## config.mk

```make
export PLATFORM = sky130hd
export DESIGN_NAME = fir_input_sequencer
export DESIGN_NICKNAME = d
export VERILOG_FILES = /design/src/rtl/fir_input_sequencer.sv
export SDC_FILE = /design/constraint.sdc
export NUM_CORES = 1
export LEC_CHECK = 0
export CAP_MARGIN = 20
export CORE_MARGIN = 2
export CORE_UTILIZATION = 55
export CTS_BUF_LIST = sky130_fd_sc_hd__clkbuf_4
export CTS_CLUSTER_DIAMETER = 200
export DETAILED_ROUTE_END_ITERATION = 8
export PLACE_DENSITY = 0.86
export SLEW_MARGIN = 40
export SYNTH_ARGS = -nofsm -noshare
export SYNTH_HDL_FRONTEND = slang
export SYNTH_SLANG_ARGS = --single-unit
```

## constraint.sdc

```tcl
create_clock -name clk -period 7.2 [get_ports clk]
set_clock_uncertainty 0.15 [all_clocks]
set_input_delay 1.44 -clock clk [delete_from_list [all_inputs] [get_ports clk]]
set_output_delay 1.44 -clock clk [all_outputs]
set_load 0.05 [all_outputs]
```

## src/rtl/fir_input_sequencer.sv

```systemverilog
// fir_input_sequencer
//   Feeds the FIR filter controller. Incoming samples go into a small FIFO.
//   One incoming coefficient is held at a time. The block drives the
//   controller's dr/lc strobes and the shared data_out bus. data_out stays
//   stable until the controller has captured it, and modwait paces every
//   transfer. A full coefficient set (indices 0..NUM_COEFF-1) must be loaded
//   before any sample is released.
//
// Ports
//   clk, n_rst                  clock (rising edge), async active-low reset
//   sample_in/valid/ready       sample stream into the FIFO (ready = not full)
//   coeff_in/valid/ready        coefficient into the holding reg (ready = empty)
//   modwait                     controller busy
//   dr, lc                      data-ready / load-coefficient strobes (Moore)
//   data_out                    value presented to the datapath
//   coeffs_loaded               a complete coefficient set has been delivered
//   fifo_count                  samples currently buffered
module fir_input_sequencer #(
  parameter int DATA_W    = 16,
  parameter int DEPTH     = 4,
  parameter int NUM_COEFF = 4
) (
  input  logic                       clk,
  input  logic                       n_rst,
  input  logic [DATA_W-1:0]          sample_in,
  input  logic                       sample_valid,
  output logic                       sample_ready,
  input  logic [DATA_W-1:0]          coeff_in,
  input  logic                       coeff_valid,
  output logic                       coeff_ready,
  input  logic                       modwait,
  output logic                       dr,
  output logic                       lc,
  output logic [DATA_W-1:0]          data_out,
  output logic                       coeffs_loaded,
  output logic [$clog2(DEPTH):0]     fifo_count
);

  localparam int AW = $clog2(DEPTH);
  localparam int CW = AW + 1;
  localparam int IW = (NUM_COEFF > 1) ? $clog2(NUM_COEFF) : 1;
  localparam logic [CW-1:0] FULL_CNT = CW'(DEPTH);
  localparam logic [IW-1:0] LAST_IDX = IW'(NUM_COEFF - 1);

  typedef enum logic [1:0] {IDLE, ISSUE_C, ISSUE_D, BUSY} state_t;

  state_t state_q, state_d;

  logic [DEPTH-1:0][DATA_W-1:0] fifo_mem;
  logic [AW-1:0]                wr_ptr, rd_ptr;
  logic [CW-1:0]                count;

  logic [DATA_W-1:0]            coeff_q;
  logic                         coeff_full;
  logic [IW-1:0]                coeff_idx;

  logic push, pop, coeff_acc, issue_c, issue_d, c_adv;

  // Ready signals depend only on registered state, so an entry freed in the
  // current cycle cannot be refilled in that same cycle.
  assign sample_ready = (count < FULL_CNT);
  assign coeff_ready  = ~coeff_full;
  assign push         = sample_valid & sample_ready;
  assign coeff_acc    = coeff_valid & ~coeff_full;

  // A held coefficient beats buffered samples.
  assign issue_c = (state_q == IDLE) & ~modwait & coeff_full;
  assign issue_d = (state_q == IDLE) & ~modwait & ~coeff_full & coeffs_loaded &
                   (count != '0);
  assign pop     = issue_d;
  assign c_adv   = (state_q == ISSUE_C) & modwait;

  assign dr         = (state_q == ISSUE_D);
  assign lc         = (state_q == ISSUE_C);
  assign fifo_count = count;

  always_ff @(posedge clk or negedge n_rst) begin
    if (!n_rst) state_q <= IDLE;
    else        state_q <= state_d;
  end

  always_comb begin
    state_d = state_q;
    case (state_q)
      IDLE:    if (issue_c)      state_d = ISSUE_C;
               else if (issue_d) state_d = ISSUE_D;
      ISSUE_C: if (modwait)      state_d = BUSY;
      ISSUE_D: if (modwait)      state_d = BUSY;
      BUSY:    if (!modwait)     state_d = IDLE;
      default:                   state_d = IDLE;
    endcase
  end

  // Storage needs no reset; the pointers and count define what is valid.
  always_ff @(posedge clk) begin
    if (push) fifo_mem[wr_ptr] <= sample_in;
  end

  always_ff @(posedge clk or negedge n_rst) begin
    if (!n_rst) begin
      wr_ptr <= '0;
      rd_ptr <= '0;
      count  <= '0;
    end else begin
      if (push) wr_ptr <= wr_ptr + AW'(1);
      if (pop)  rd_ptr <= rd_ptr + AW'(1);
      case ({push, pop})
        2'b10:   count <= count + CW'(1);
        2'b01:   count <= count - CW'(1);
        default: count <= count;
      endcase
    end
  end

  // Accepting a new coefficient and freeing the register are mutually
  // exclusive: accepting needs the register empty, freeing needs it full.
  always_ff @(posedge clk or negedge n_rst) begin
    if (!n_rst) begin
      coeff_q    <= '0;
      coeff_full <= 1'b0;
    end else if (coeff_acc) begin
      coeff_q    <= coeff_in;
      coeff_full <= 1'b1;
    end else if (issue_c) begin
      coeff_full <= 1'b0;
    end
  end

  always_ff @(posedge clk or negedge n_rst) begin
    if (!n_rst)       data_out <= '0;
    else if (issue_c) data_out <= coeff_q;
    else if (issue_d) data_out <= fifo_mem[rd_ptr];
  end

  // The index advances once the controller has taken the coefficient. The
  // set counts as complete on the wrap. Issuing index 0 again starts a reload
  // and blocks samples until that set is complete.
  always_ff @(posedge clk or negedge n_rst) begin
    if (!n_rst) begin
      coeff_idx     <= '0;
      coeffs_loaded <= 1'b0;
    end else if (c_adv) begin
      if (coeff_idx == LAST_IDX) begin
        coeff_idx     <= '0;
        coeffs_loaded <= 1'b1;
      end else begin
        coeff_idx     <= coeff_idx + IW'(1);
      end
    end else if (issue_c && coeff_idx == '0 && coeffs_loaded) begin
      coeffs_loaded <= 1'b0;
    end
  end

endmodule

```

==> impl_metrics.csv <==
group,metric,value,unit
sta,slew_headroom,45.3,%
hold_path,hold_path_class,"register to register",
logic_synthesis,synthTopCellsByArea,"sky130_fd_sc_hd__edfxtp_1, sky130_fd_sc_hd__dfrtp_1, sky130_fd_sc_hd__mux2_2, sky130_fd_sc_hd__mux4_1, sky130_fd_sc_hd__mux4_2",
floorplanning,floorplan.rows,32,
clocking,clock-root-buffer,"sky130_fd_sc_hd__clkbuf_4",
logic_synthesis,yosys.area_share.adder,3.81,%
detailed_routing,via_per_inst,5.72,
sta,min_period_over_period,50.1,%
grt,grt_antenna_before_repair,0,
power_and_ir_drop,vdd_ir_drop_max,156,µV
place,weighted_congestion_reported_at_the_end_of_routability_driven_placement,0.720,
grt,grt_pass1_vias,2482,
logic_synthesis,synth_xor_area_share,1.18,%
floorplanning,die_h,94.1,µm
logic_synthesis,synthFlopType,"sky130_fd_sc_hd__edfxtp_1",
sta,totalNegativeSetupSlack,0,ns
hold_path,holdPathStages,1,
clocking,cts_resized,0,
hold_path,min_to,"data_out[15]",
flow_run,cap_viol_max_count,0,
sta,tightestPinTransition,0.821,ns
clocking,cts_post_setup_buffers_inserted,0,
critical_path,worstSetupStartpoint,"state_q[1]",
grt,globalRouteOverflowTotal,0,
final_layout,antenna_cells,0,
power_and_ir_drop,power-per-cell-area,385,mW/mm²
clocking,clockBufferDepth,2,
clocking,clk_latency,0.45,ns
sta,worst_slack,3.59,ns
critical_path,setup.worst_path.start_class,"register",
detailed_routing,drt_first_iter_violations,147,
clocking,path_clk_slew,0.17,ns
final_layout,syn2layout_area_growth,17.9,%
detailed_routing,via_count,2402,
logic_synthesis,yosysSeqAreaShare,68.3,%
grt,global_route.usage.total,19.5,%
floorplanning,die_area,0.00885,mm²
logic_synthesis,count_of_flip_flops_with_a_built_in_enable_after_synthesis,64,
place,dp_hpwl,5.30,mm
clocking,cts_hold_buffers,0,
floorplanning,num_io_pins,61,
hold_path,min_from,"coeff_q[15]",
clocking,cts-buffers-inserted,9,
detailed_routing,drt_wl_total,7.86,mm
critical_path,timing.rr.end,"fifo_count[2]",
detailed_routing,dr.pass1.iters,4,
grt,largest_net_degree_at_the_start_of_global_routing,46,
logic_synthesis,post_synth_and_or_nand_nor_area_fraction,5.19,%
place,port_buffers,60,
detailed_routing,drc_errors,0,
logic_synthesis,synth_cell_types,35,
critical_path,timing_worst_setup_path_type,"register to output pin",
logic_synthesis,yosys_warnings,0,
final_layout,design.final.nets,363,
sta,timing.fmax,0.277,GHz
clocking,tritoncts,"yes",
logic_synthesis,syn-cell-area,0.00446,mm²
floorplanning,core_region_area,0.00781,mm²
floorplanning,die_width,94.1,µm
sta,rsz0062_at_grt,"no",
logic_synthesis,synth.largest_area_cell,"sky130_fd_sc_hd__edfxtp_1",
detailed_routing,routed_wire_length_per_instance,18.7,µm
critical_path,r2r_cells,10,
critical_path,r2r_setup_slack,4.49,ns
logic_synthesis,asyncSetResetFlopFracSynth,41.3,%
final_layout,final_area,0.00526,mm²
place,post-place-cells,403,
run_status,status,"complete, no violations",
critical_path,worst_path_arrival_time,2.02,ns
grt,grt_pass1_wl,12.7,mm
logic_synthesis,synth_top_family_by_area,"multiplexers",
critical_path,path_max_fanout,4,
clocking,clock_tree.htree_level_count,3,
logic_synthesis,syn_area_per_cell,17.6,µm²
logic_synthesis,yosysTopAreaCellShare,43.1,%
critical_path,endpoint_kind,"output pin",
logic_synthesis,postSynthCellCount,253,
place,placed_cell_area,0.00511,mm²
critical_path,worst-endpoint-required,5.61,ns
logic_synthesis,synth_mux_area_share,14.0,%
place,detailedPlace.worstSlack,3.20,ns
sta,final-setup-viol-count,0,
logic_synthesis,postSynthRegisterBits,109,
detailed_routing,ant_nets,0,
power_and_ir_drop,power.total,2030,µW
clocking,tritoncts_num_sinks,109,
logic_synthesis,synth_compound_area_share,4.68,%
floorplanning,initial_core_util,57.1,%
critical_path,timing.rr.start,"state_q[1]",
logic_synthesis,synth_nets,303,
final_layout,final_layout_size_suffix_gt1_share,16.4,%
sta,slew_violations,0,
sta,layout_min_cycle_time,3.61,ns
sta,hold_viol,0,
final_layout,finish.cell_count_without_fillers,420,
power_and_ir_drop,power_leakage,0.00203,µW
how the worst max path moves through the flow:
stage	to	slack (ns)	cells after the start
CTS	lc	3.58	3
detailed placement	fifo_count[2]	3.20	9
floorplan	fifo_count[2]	3.83	9
global placement	fifo_count[2]	3.34	9
global route	lc	3.52	3
finish	lc	3.59	3
cells by family after synthesis:
logic type                 Yosys count
and+or+nand+nor                     40
xor gates and xnor gates             6
muxes                               37
buffers and inverters               25
DFF                                109
AOI/OAI and AO/OA                   23
adders and majority gates           13
layout by cell type (no fill, tap or decap), types with 2 or more instances in the layout:
master                            instances
sky130_fd_sc_hd__xnor2_1                  4
sky130_fd_sc_hd__nand2_1                  4
sky130_fd_sc_hd__ha_1                    12
sky130_fd_sc_hd__and2_1                   3
sky130_fd_sc_hd__mux2i_1                  2
sky130_fd_sc_hd__dfrtp_1                 44
sky130_fd_sc_hd__inv_6                    3
sky130_fd_sc_hd__o21ai_0                  2
sky130_fd_sc_hd__and3_1                  16
sky130_fd_sc_hd__and2_2                   2
sky130_fd_sc_hd__edfxtp_1                64
sky130_fd_sc_hd__inv_1                   12
sky130_fd_sc_hd__clkinvlp_4               2
sky130_fd_sc_hd__mux4_2                   8
sky130_fd_sc_hd__clkdlybuf4s50_1         59
sky130_fd_sc_hd__xor2_1                   2
sky130_fd_sc_hd__a221o_1                 16
sky130_fd_sc_hd__nor2_1                   6
sky130_fd_sc_hd__clkbuf_4                 9
sky130_fd_sc_hd__mux4_1                   8
sky130_fd_sc_hd__buf_4                    2
sky130_fd_sc_hd__nor2b_1                  2
sky130_fd_sc_hd__mux2_2                  19
sky130_fd_sc_hd__inv_8                    2
report_power, final:
group	switching (µW)	internal, µW
logic	444	339
registers	119	837
clock network	210	79.7
total	772	1260
metrics by stage:
stage | util, % | hold slack, ns
detailed placement | 65.5 | 0.341
CTS | 67.2 | 0.378
global route | 67.4 | 0.394
finish | 67.4 | 0.379
global placement | 65.5 | 0.333
floorplan | - | 0.326
final cells by class:
type	instances	area (µm²)
inverters	12	45.0
clock inverters	7	63.8
well taps	102	128
clock buffers	9	67.6
fillers	535	2550
repair buffers	62	617
multi-input cells	119	1290
flip-flops and latches	109	3050
critical path: stages (launching register included):
cell and delay, ns:
sky130_fd_sc_hd__dfrtp_1 0.46, sky130_fd_sc_hd__inv_1 0.12, sky130_fd_sc_hd__ha_1 0.18, sky130_fd_sc_hd__clkdlybuf4s50_1 0.80
state kept, by name, indices dropped and copies added (netlist names):
register	cells
rd_ptr	2
fifo_count	3
state_q	2
fifo_mem	64
coeffs_loaded	1
coeff_full	1
data_out	16
coeff_idx	2
coeff_q	16
wr_ptr	2
cell usage after synthesis (2+ instances only):
| cell | number |
|---|---|
| sky130_fd_sc_hd__dfrtp_1 | 45 |
| sky130_fd_sc_hd__inv_1 | 12 |
| sky130_fd_sc_hd__xnor2_1 | 4 |
| sky130_fd_sc_hd__xor2_1 | 2 |
| sky130_fd_sc_hd__clkbuf_1 | 7 |
| sky130_fd_sc_hd__mux4_2 | 8 |
| sky130_fd_sc_hd__a221o_1 | 16 |
| sky130_fd_sc_hd__nor2_1 | 6 |
| sky130_fd_sc_hd__edfxtp_1 | 64 |
| sky130_fd_sc_hd__buf_2 | 3 |
| sky130_fd_sc_hd__ha_1 | 12 |
| sky130_fd_sc_hd__and2_1 | 5 |
| sky130_fd_sc_hd__and3_1 | 16 |
| sky130_fd_sc_hd__mux2_2 | 19 |
| sky130_fd_sc_hd__nor2b_1 | 2 |
| sky130_fd_sc_hd__nand2_1 | 4 |
| sky130_fd_sc_hd__o21ai_0 | 2 |
| sky130_fd_sc_hd__mux4_1 | 8 |
| sky130_fd_sc_hd__mux2i_1 | 2 |
metal layers:
layer	track usage, %	up-vias	share of wire, %
li1	-	1097	-
met1	27.3	1218	44
met2	30.8	77	49
met3	3.21	10	4.7
met4	7.97	0	1.9
met5	0	-	0
Note: power is estimated with default switching activity, not from simulation.
